**config.mk**
```make
export PLATFORM = sky130hd
export DESIGN_NAME = match_frame_sched_flat
export DESIGN_NICKNAME = d
export VERILOG_FILES = /design/src/rtl/match_frame_sched_if.sv /design/src/rtl/match_frame_sched.sv /design/src/flat_wrapper.sv
export SDC_FILE = /design/constraint.sdc
export NUM_CORES = 1
export LEC_CHECK = 0
export BUFFER_PORTS_ARGS = -buffer_cell sky130_fd_sc_hd__buf_4
export CAP_MARGIN = 10
export CORE_AREA = 5 5 239 241
export CTS_CLUSTER_SIZE = 8
export DETAILED_ROUTE_END_ITERATION = 10
export DIE_AREA = 0 0 244 246
export PLACE_DENSITY = 0.46
export RECOVER_POWER = 50
export SLEW_MARGIN = 20
export SYNTH_ARGS = -nofsm -noshare
export SYNTH_HDL_FRONTEND = slang
export SYNTH_SLANG_ARGS = --single-unit
```
**constraint.sdc**
```tcl
create_clock -name i_clk -period 3.1 [get_ports i_clk]
set_clock_uncertainty 0.1 [all_clocks]
set_input_delay 0.465 -clock i_clk [delete_from_list [all_inputs] [get_ports i_clk]]
set_output_delay 0.465 -clock i_clk [all_outputs]
set_load 0.01 [all_outputs]
```
**src/rtl/match_frame_sched_if.sv**
```systemverilog
// Signal bundle between the upstream feature stage, the frame scheduler and the matcher.
// The slave modport is the scheduler's view of the bundle.
interface match_frame_sched_if;
    logic         i_start;
    logic         i_end;
    logic         i_flag;
    logic [9:0]   i_coordinate_X;
    logic [9:0]   i_coordinate_Y;
    logic [7:0]   i_score;
    logic [255:0] i_descriptor;
    logic         o_ready;
    logic         o_mt_start;
    logic         o_mt_end;
    logic         o_mt_flag;
    logic [9:0]   o_mt_coor_x;
    logic [9:0]   o_mt_coor_y;
    logic [7:0]   o_mt_score;
    logic [255:0] o_mt_descriptor;
    logic         i_mt_valid;
    logic         i_mt_end;
    logic         o_busy;
    logic         o_frame_done;
    logic         o_timeout;
    logic [7:0]   o_frame_id;
    logic [9:0]   o_key_cnt;
    logic [9:0]   o_drop_cnt;
    logic [9:0]   o_match_cnt;

    modport slave (
        input  i_start, i_end, i_flag, i_coordinate_X, i_coordinate_Y, i_score, i_descriptor,
        input  i_mt_valid, i_mt_end,
        output o_ready, o_mt_start, o_mt_end, o_mt_flag, o_mt_coor_x, o_mt_coor_y,
        output o_mt_score, o_mt_descriptor, o_busy, o_frame_done, o_timeout,
        output o_frame_id, o_key_cnt, o_drop_cnt, o_match_cnt
    );

    modport master (
        output i_start, i_end, i_flag, i_coordinate_X, i_coordinate_Y, i_score, i_descriptor,
        output i_mt_valid, i_mt_end,
        input  o_ready, o_mt_start, o_mt_end, o_mt_flag, o_mt_coor_x, o_mt_coor_y,
        input  o_mt_score, o_mt_descriptor, o_busy, o_frame_done, o_timeout,
        input  o_frame_id, o_key_cnt, o_drop_cnt, o_match_cnt
    );
endinterface

```
**src/rtl/match_frame_sched.sv**
```systemverilog
// Frame scheduler: admits one frame at a time, caps keypoints, forwards them to the
// matcher with one registered cycle, then waits for matcher end (or timeout).
module match_frame_sched #(
    parameter int MAX_KEYS = 500,
    parameter int TIMEOUT  = 4096
) (
    input  logic i_clk,
    input  logic i_rst,
    match_frame_sched_if.slave bus
);
    typedef enum logic [1:0] {IDLE, RECV, DRAIN, DONE} state_t;

    state_t       state, state_nxt;
    logic [15:0]  tcnt;
    logic [9:0]   key_cnt, drop_cnt, match_cnt, keys_base;
    logic [7:0]   frame_id;
    logic         timeout_flag, frame_done, mt_start, mt_end, mt_flag;
    logic [9:0]   mt_x, mt_y;
    logic [7:0]   mt_score;
    logic [255:0] mt_desc;
    logic         take_start, take_end, key_seen, take_key, drop_key, limit;

    always_comb begin
        take_start = (state == IDLE) && bus.i_start;
        // A start cycle counts its keypoint against a freshly cleared frame.
        keys_base  = take_start ? 10'd0 : key_cnt;
        take_end   = (take_start || state == RECV) && bus.i_end;
        key_seen   = (take_start || state == RECV) && bus.i_flag;
        take_key   = key_seen && ({1'b0, keys_base} < 11'(MAX_KEYS));
        drop_key   = key_seen && !take_key;
        limit      = (tcnt == 16'(TIMEOUT - 1));
    end

    always_comb begin
        state_nxt = state;
        case (state)
            IDLE:  if (take_start) state_nxt = take_end ? DRAIN : RECV;
            RECV:  if (take_end) state_nxt = DRAIN;
            DRAIN: if (bus.i_mt_end || limit) state_nxt = DONE;
            DONE:  state_nxt = IDLE;
            default: state_nxt = IDLE;
        endcase
    end

    always_ff @(posedge i_clk) begin
        if (i_rst) state <= IDLE;
        else       state <= state_nxt;
    end

    always_ff @(posedge i_clk) begin
        if (i_rst) begin
            tcnt         <= '0;
            key_cnt      <= '0;
            drop_cnt     <= '0;
            match_cnt    <= '0;
            frame_id     <= '0;
            timeout_flag <= 1'b0;
            frame_done   <= 1'b0;
            mt_start     <= 1'b0;
            mt_end       <= 1'b0;
            mt_flag      <= 1'b0;
            mt_x         <= '0;
            mt_y         <= '0;
            mt_score     <= '0;
            mt_desc      <= '0;
        end else begin
            tcnt       <= (state == DRAIN) ? tcnt + 16'd1 : 16'd0;
            mt_start   <= take_start;
            mt_end     <= take_end;
            mt_flag    <= take_key;
            frame_done <= (state == DRAIN) && (state_nxt == DONE);
            if (take_key) begin
                mt_x     <= bus.i_coordinate_X;
                mt_y     <= bus.i_coordinate_Y;
                mt_score <= bus.i_score;
                mt_desc  <= bus.i_descriptor;
            end
            if (take_start) begin
                frame_id     <= frame_id + 8'd1;
                timeout_flag <= 1'b0;
                key_cnt      <= 10'(take_key);
                drop_cnt     <= 10'(drop_key);
                match_cnt    <= '0;
            end else begin
                if (take_key) key_cnt <= keys_base + 10'd1;
                if (drop_key && drop_cnt != 10'h3ff) drop_cnt <= drop_cnt + 10'd1;
                if (state != IDLE && bus.i_mt_valid && match_cnt != 10'h3ff)
                    match_cnt <= match_cnt + 10'd1;
                // A matcher end on the limit cycle still counts as normal completion.
                if (state == DRAIN && limit && !bus.i_mt_end) timeout_flag <= 1'b1;
            end
        end
    end

    assign bus.o_ready         = (state == IDLE) || (state == RECV);
    assign bus.o_busy          = (state != IDLE);
    assign bus.o_mt_start      = mt_start;
    assign bus.o_mt_end        = mt_end;
    assign bus.o_mt_flag       = mt_flag;
    assign bus.o_mt_coor_x     = mt_x;
    assign bus.o_mt_coor_y     = mt_y;
    assign bus.o_mt_score      = mt_score;
    assign bus.o_mt_descriptor = mt_desc;
    assign bus.o_frame_done    = frame_done;
    assign bus.o_timeout       = timeout_flag;
    assign bus.o_frame_id      = frame_id;
    assign bus.o_key_cnt       = key_cnt;
    assign bus.o_drop_cnt      = drop_cnt;
    assign bus.o_match_cnt     = match_cnt;
endmodule

```
**src/flat_wrapper.sv**
```systemverilog
// flat-port wrapper written by rule: the top's interface ports become plain ports
module match_frame_sched_flat 
#(
    parameter int MAX_KEYS = 500,
    parameter int TIMEOUT  = 4096
)
  (i_clk, i_rst, bus_i_start, bus_i_end, bus_i_flag, bus_i_coordinate_X, bus_i_coordinate_Y, bus_i_score, bus_i_descriptor, bus_i_mt_valid, bus_i_mt_end, bus_o_ready, bus_o_mt_start, bus_o_mt_end, bus_o_mt_flag, bus_o_mt_coor_x, bus_o_mt_coor_y, bus_o_mt_score, bus_o_mt_descriptor, bus_o_busy, bus_o_frame_done, bus_o_timeout, bus_o_frame_id, bus_o_key_cnt, bus_o_drop_cnt, bus_o_match_cnt);
  match_frame_sched_if bus_i ();
  input  logic i_clk;
  input  logic i_rst;
  input wire logic [$bits(bus_i.i_start)-1:0] bus_i_start;
  input wire logic [$bits(bus_i.i_end)-1:0] bus_i_end;
  input wire logic [$bits(bus_i.i_flag)-1:0] bus_i_flag;
  input wire logic [$bits(bus_i.i_coordinate_X)-1:0] bus_i_coordinate_X;
  input wire logic [$bits(bus_i.i_coordinate_Y)-1:0] bus_i_coordinate_Y;
  input wire logic [$bits(bus_i.i_score)-1:0] bus_i_score;
  input wire logic [$bits(bus_i.i_descriptor)-1:0] bus_i_descriptor;
  input wire logic [$bits(bus_i.i_mt_valid)-1:0] bus_i_mt_valid;
  input wire logic [$bits(bus_i.i_mt_end)-1:0] bus_i_mt_end;
  output wire logic [$bits(bus_i.o_ready)-1:0] bus_o_ready;
  output wire logic [$bits(bus_i.o_mt_start)-1:0] bus_o_mt_start;
  output wire logic [$bits(bus_i.o_mt_end)-1:0] bus_o_mt_end;
  output wire logic [$bits(bus_i.o_mt_flag)-1:0] bus_o_mt_flag;
  output wire logic [$bits(bus_i.o_mt_coor_x)-1:0] bus_o_mt_coor_x;
  output wire logic [$bits(bus_i.o_mt_coor_y)-1:0] bus_o_mt_coor_y;
  output wire logic [$bits(bus_i.o_mt_score)-1:0] bus_o_mt_score;
  output wire logic [$bits(bus_i.o_mt_descriptor)-1:0] bus_o_mt_descriptor;
  output wire logic [$bits(bus_i.o_busy)-1:0] bus_o_busy;
  output wire logic [$bits(bus_i.o_frame_done)-1:0] bus_o_frame_done;
  output wire logic [$bits(bus_i.o_timeout)-1:0] bus_o_timeout;
  output wire logic [$bits(bus_i.o_frame_id)-1:0] bus_o_frame_id;
  output wire logic [$bits(bus_i.o_key_cnt)-1:0] bus_o_key_cnt;
  output wire logic [$bits(bus_i.o_drop_cnt)-1:0] bus_o_drop_cnt;
  output wire logic [$bits(bus_i.o_match_cnt)-1:0] bus_o_match_cnt;
  assign bus_i.i_start = bus_i_start;
  assign bus_i.i_end = bus_i_end;
  assign bus_i.i_flag = bus_i_flag;
  assign bus_i.i_coordinate_X = bus_i_coordinate_X;
  assign bus_i.i_coordinate_Y = bus_i_coordinate_Y;
  assign bus_i.i_score = bus_i_score;
  assign bus_i.i_descriptor = bus_i_descriptor;
  assign bus_i.i_mt_valid = bus_i_mt_valid;
  assign bus_i.i_mt_end = bus_i_mt_end;
  assign bus_o_ready = bus_i.o_ready;
  assign bus_o_mt_start = bus_i.o_mt_start;
  assign bus_o_mt_end = bus_i.o_mt_end;
  assign bus_o_mt_flag = bus_i.o_mt_flag;
  assign bus_o_mt_coor_x = bus_i.o_mt_coor_x;
  assign bus_o_mt_coor_y = bus_i.o_mt_coor_y;
  assign bus_o_mt_score = bus_i.o_mt_score;
  assign bus_o_mt_descriptor = bus_i.o_mt_descriptor;
  assign bus_o_busy = bus_i.o_busy;
  assign bus_o_frame_done = bus_i.o_frame_done;
  assign bus_o_timeout = bus_i.o_timeout;
  assign bus_o_frame_id = bus_i.o_frame_id;
  assign bus_o_key_cnt = bus_i.o_key_cnt;
  assign bus_o_drop_cnt = bus_i.o_drop_cnt;
  assign bus_o_match_cnt = bus_i.o_match_cnt;
  match_frame_sched #(.MAX_KEYS(MAX_KEYS), .TIMEOUT(TIMEOUT)) u_core (.i_clk(i_clk), .i_rst(i_rst), .bus(bus_i));
endmodule
```
After elaboration in Yosys (flattened, before gate mapping)
Index checks and enable logic that the tools add are counted.
{ "totals": {"reg_bits": 345, "inputBits": 291, "output_inout_bits": 329, "elab_cells": 63} }
{ "op_classes": {"addsub": 5, "order_cmp": 1, "n_eq_ne": 7, "mux": 10, "n_bitwise": 1, "reduce_logical": 22} }
{ "ops": {"columns": ["operator", "n"], "rows": [
  ["adder 10 x 1 -> 10 bit, second input constant", 3],
  ["inequality test 10 bit, second input constant", 2],
  ["adder 16 x 1 -> 16 bit, second input constant", 1],
  ["equality test 16 x 12 -> 1 bit, second input constant", 1],
  ["logical AND 1 bit", 11],
  ["< comparator 10 x 9 -> 1 bit, second input constant", 1],
  ["2-to-1 mux 10 bit", 1],
  ["adder 8 x 1 -> 8 bit, second input constant", 1],
  ["2-to-1 mux 2 bit", 4],
  ["one-hot mux 2 bit (4 select lines)", 1],
  ["equality test 2 bit, second input constant", 3],
  ["nonzero test 2 bit", 3],
  ["2-to-1 mux 1 bit", 4],
  ["OR reduction 2 bit", 2],
  ["logical OR 1 bit", 3],
  ["equality test 2 x 1 -> 1 bit, second input constant", 1],
  ["zero test 1 bit", 2],
  ["zero test 2 bit", 1],
  ["NOT 1 bit", 1]
]} }

Depth between registers and ports, before layout
{ "depth": {"depth_word": 10, "ltp_mapped": 8, "ltp_nobuf": 7} }

Worst setup path after synthesis
Ideal clock, no wire load.
{ "synth_timing": {"path_kind": "reg-to-reg", "startpoint": "register u_core.key_cnt[5] (netlist: u_core.bus.o_key_cnt[5])", "endpoint": "register u_core.drop_cnt[8] (netlist: u_core.bus.o_drop_cnt[8])", "setup_time_ns": 0.071, "arrival_ns": 1.916, "t_required_ns": 2.929, "setup_slack_ns": 1.013, "stages_incl_launch_ff": 7, "path_buffers": 1, "period_less_slack_ns": 2.087, "path_cell_list": "dfxtp_1 and4_1 a21oi_2 or4_4 buf_6 or4_1 a21oi_1"} }
{ "synth_between": {"elab_chain_len": 6} }
{ "synth_lines": {"columns": ["element", "line_no", "source"], "rows": [
  ["start, declared", "match_frame_sched.sv:15", "logic [9:0] key_cnt, drop_cnt, match_cnt, keys_base;"],
  ["start signal, assigned", "match_frame_sched.sv:81", "key_cnt <= 10'(take_key);"],
  ["start signal, assigned", "match_frame_sched.sv:85", "if (take_key) key_cnt <= keys_base + 10'd1;"],
  ["2-to-1 mux 10 bit", "match_frame_sched.sv:26", "keys_base = take_start ? 10'd0 : key_cnt;"],
  ["< comparator 10 x 9 -> 1 bit", "match_frame_sched.sv:29", "take_key = key_seen && ({1'b0, keys_base} < 11'(MAX_KEYS));"],
  ["logical AND 1 bit", "match_frame_sched.sv:29", null],
  ["zero test 1 bit", "match_frame_sched.sv:30", "drop_key = key_seen && !take_key;"],
  ["logical AND 1 bit", "match_frame_sched.sv:30", null],
  ["logical AND 1 bit", "match_frame_sched.sv:86", "if (drop_key && drop_cnt != 10'h3ff) drop_cnt <= drop_cnt + 10'd1;"],
  ["end signal, assigned", "match_frame_sched.sv:82", "drop_cnt <= 10'(drop_key);"],
  ["end signal, assigned", "match_frame_sched.sv:86", null],
  ["end, declared", "match_frame_sched.sv:15", null]
]} }
Every way passes these cells.
A chain may end at the register's enable or synchronous reset.

Worst setup path in the final report
{ "layout_timing": {"startpoint": "register u_core.key_cnt[4] (netlist: u_core.bus.o_key_cnt[4])", "endpoint": "register u_core.mt_desc[80] (netlist: u_core.bus.o_mt_descriptor[80])"} }
{ "layout_between": {"elab_chain_len": 3} }
{ "layout_lines": {"columns": ["element", "line_no", "source"], "rows": [
  ["2-to-1 mux 10 bit", "match_frame_sched.sv:26", null],
  ["< comparator 10 x 9 -> 1 bit", "match_frame_sched.sv:29", null],
  ["logical AND 1 bit", "match_frame_sched.sv:29", null],
  ["end signal, assigned", "match_frame_sched.sv:76", "mt_desc <= bus.i_descriptor;"],
  ["end, declared", "match_frame_sched.sv:20", "logic [255:0] mt_desc;"]
]} }
Every way passes these cells.

==> flow_summary.ini <==
[sta]
setup_viol = 0
slew_violations = 0
tns_ns = 0
max_freq_mhz = 403
grt_setup_unrepaired = no
worst_slack_ns = 0.619
finalHoldViolCount = 0
worstMarginPinSlew_ns = 1.06
layout_min_cycle_time_ns = 2.48
fin_crit_sh_pct = 80.0
worst_slew_margin_rel_pct = 29.6

[synthesis]
postSynthCellCount = 1530
synth_cell_type_count = 42
synth_nets = 1826
synth_top_family_by_area = simple AND/OR/NAND/NOR gates
synthAdderAreaFrac_pct = 0.511
synth_area_um2 = 12300
synthSimpleGateAreaFrac_pct = 23.3
ys_seq_area_share_pct = 56.4
synth_xor_area_share_pct = 2.43
avgSynthCellArea_um2 = 8.01
synth-compound-area-share_pct = 13.7
synth-edff-count = 0
async_flop_share_pct = 0
synthFlopType = dfxtp_1
synth_warnings = 0
synth_seq_cells = 345
synthMuxAreaShare_pct = 0.0817

[cts]
cts_setup_buffers = 0
clk_latency_ns = 0.56
h-tree-depth = 2
cts_tree = done
clock-sinks = 345
cts-root-buf = clkbuf_16
cts.reportedPaths.clkPinSlew_ns = 0.05
cts_max_path_buffers = 3
cts_buffers = 50

[place]
portBuffers = 619
place_ws_ns = 0.625
routabilityCongestion = 0.815
place_inst = 2774
dp_hpwl_mm = 36.1

[grt]
grt_use_met1_pct = 17.0
grt_pass1_wl_mm = 72.4
grt_util_met2_pct = 26.6
antenna_found_initial = 2
grt_max_degree = 173
grt.overflow.total = 0
busiest_layer = met2
grt_pass1_vias = 12200
grt_use_met3_pct = 5.46
grt_use_total_pct = 15.2

[detailed_routing]
detail_route.wl_per_cell_um = 17.3
num_vias = 12300
wl_mm = 49.0
drtIter0Drc = 522
final_antenna_net_count = 0
route.detailed.drc = 0
vias_per_cell = 4.32
firstDrtPassIters = 5

[finish]
syn_to_final_growth_pct = 45.8
drive_above_1_share_pct = 18.5
finalNonFillerCells = 2835
final_common_cell = nand2_1
final_cell_mix = 593 x nand2_1, 345 x dfxtp_1, 317 x clkbuf_1
fillers = 6068
fin_nets = 2420

[min_path]
min_path_type = in -> reg
hold_start = bus_i_descriptor[106]
hold_end = u_core.bus.o_mt_descriptor[106]
min_path_cells = 3

[worst_setup_path]
path_max_fanout = 74
cp.arrival_ns = 2.85
crit_type = reg -> reg
worstSetupStartpointType = flop
crit_required_ns = 3.47
slowest_delay_ns = 0.53
crit_slowest_cell = o21ai_4
cp_common_cell = buf_12
path_cells = and4_1 > a21oi_2 > o21ai_4 > buf_12 > buf_12 > nand2_1 > a21oi_1
worst_setup_path_end_kind = flop
worstReg2RegStart = u_core.bus.o_key_cnt[4]
reg2reg_slack_ns = 0.62
r2r-end = u_core.bus.o_mt_descriptor[80]
r2r_cells = 7

[die]
start_util_pct = 22.4
die-height_um = 246
dieArea_um2 = 60000
core-area_um2 = 54700
rows = 86
fp.dieW_um = 244
pin_count = 620

[power]
power_density_nw_per_um2 = 620
power_switching_mw = 2.81
vdd_drop_max_v = 0.000359
p_clk_share_pct = 44.5
power.total_mw = 11.1
power.internal_mw = 8.27
p_comb_share_pct = 12.1
switching_share_pct = 25.4
pwr-share-seq_pct = 43.4
leakage_nw = 6.87

[job]
cap_violations = 0

[outcome]
status = finished, final reports clean
state kept, by name, indices dropped and copies added (netlist names):
| register | cells |
|---|---|
| u_core.tcnt | 16 |
| u_core.bus.o_match_cnt | 10 |
| u_core.bus.o_mt_descriptor | 256 |
| u_core.bus.o_frame_done | 1 |
| u_core.bus.o_mt_flag | 1 |
| u_core.bus.o_mt_start | 1 |
| u_core.bus.o_frame_id | 8 |
| u_core.bus.o_key_cnt | 10 |
| u_core.bus.o_timeout | 1 |
| u_core.bus.o_mt_end | 1 |
| u_core.bus.o_mt_coor_y | 10 |
| u_core.bus.o_drop_cnt | 10 |
| u_core.bus.o_mt_score | 8 |
| u_core.state | 2 |
| u_core.bus.o_mt_coor_x | 10 |
layout make-up:
| cell class | count | area [µm²] | area share [%] |
|---|---|---|---|
| repair buffers | 644 | 3770 | 21.1 |
| clock inverters | 5 | 78.8 | 0.441 |
| multi-input cells | 1077 | 4910 | 27.5 |
| clock buffers | 52 | 1280 | 7.17 |
| diodes | 2 | 5.00 | 0.0280 |
| flip-flops and latches | 345 | 6910 | 38.7 |
| inverters | 6 | 22.5 | 0.126 |
| well taps | 704 | 881 | 4.93 |
power groups by stage:
stage	logic [mW]	registers (mW)	clock network (mW)
6_report	1.34	4.81	4.93
2_1_floorplan	0.530	4.99	0
4_1_cts	1.55	4.82	5.14
3_3_place_gp	1.54	4.89	0
3_5_place_dp	1.55	4.90	0
5_1_grt	1.49	4.83	5.31
repair_timing:
item / 4_1_cts / 5_1_grt
endpoints found under the hold margin: 2 / 0
resized for setup: 0 / 0
hold buffers: 2 / 0
cell usage after synthesis, types with 2 or more instances:
master	instances	area share [%]
and2_1	6	0.31
and3_1	7	0.36
nand2b_1	2	0.10
inv_1	6	0.18
clkbuf_1	71	2.2
nor2_1	52	1.6
or3_1	3	0.15
o31ai_1	3	0.18
ha_1	5	0.51
or4_1	4	0.25
nand4_1	9	0.46
and4_1	3	0.21
nand2_1	593	18
o21ai_0	5	0.20
xor2_1	19	1.4
xnor2_1	15	1.1
nand3_1	19	0.78
nor3_1	5	0.20
o21a_1	3	0.18
nor4_1	4	0.20
buf_1	4	0.12
or2_2	2	0.10
dfxtp_1	345	56
a21oi_1	299	12
a31o_2	3	0.21
buf_2	26	1.1
nor2b_1	2	0.10
critical path, delay by kind of cell, from the launching register on:
kind,cells,cell delay (ns)
AO/OA/AOI/OAI,3,0.81
buffers and inverters,2,0.58
flip-flops,1,0.42
AND/OR/NAND/NOR,2,0.39
worst max-delay path by stage:
stage | startpoint | end | slack (ns)
3_3_place_gp | bus_i_start | u_core.bus.o_key_cnt[3] | 0.65
5_1_grt | u_core.bus.o_key_cnt[4] | u_core.bus.o_mt_descriptor[80] | 0.45
2_1_floorplan | u_core.bus.o_key_cnt[5] | u_core.bus.o_drop_cnt[8] | 1.01
3_5_place_dp | bus_i_start | u_core.bus.o_key_cnt[3] | 0.62
4_1_cts | u_core.bus.o_key_cnt[4] | u_core.bus.o_mt_descriptor[16] | 0.64
6_report | u_core.bus.o_key_cnt[4] | u_core.bus.o_mt_descriptor[80] | 0.62
metrics by stage:
stage | hold slack (ns) | util, % | area (µm²)
floorplan | 0.330 | - | 12300
global placement | 0.342 | 32.3 | 17700
detailed placement | 0.347 | 32.3 | 17700
CTS | 0.000719 | 34.8 | 19000
global route | 0.0222 | 32.7 | 17900
finish | 0.0516 | 32.7 | 17900
cell families (layout without fill, tap and decap cells):
| group | Yosys count | after routing |
|---|---|---|
| xor+xnor | 34 | 34 |
| buf+inv | 108 | 707 |
| fa+ha+maj | 5 | 5 |
| flops | 345 | 345 |
| mux | 1 | 1 |
| compound gates | 322 | 322 |
| other cells | 0 | 2 |
| simple gates | 715 | 715 |
per-layer routing:
metal	routed length, µm	part of all wire (%)	up-vias
met2	24300	50	422
met5	0	0	-
met3	4080	8.3	80
li1	-	-	6139
met1	19000	39	5620
met4	1610	3.3	0
No activity file was read; power rests on OpenSTA's default activity.
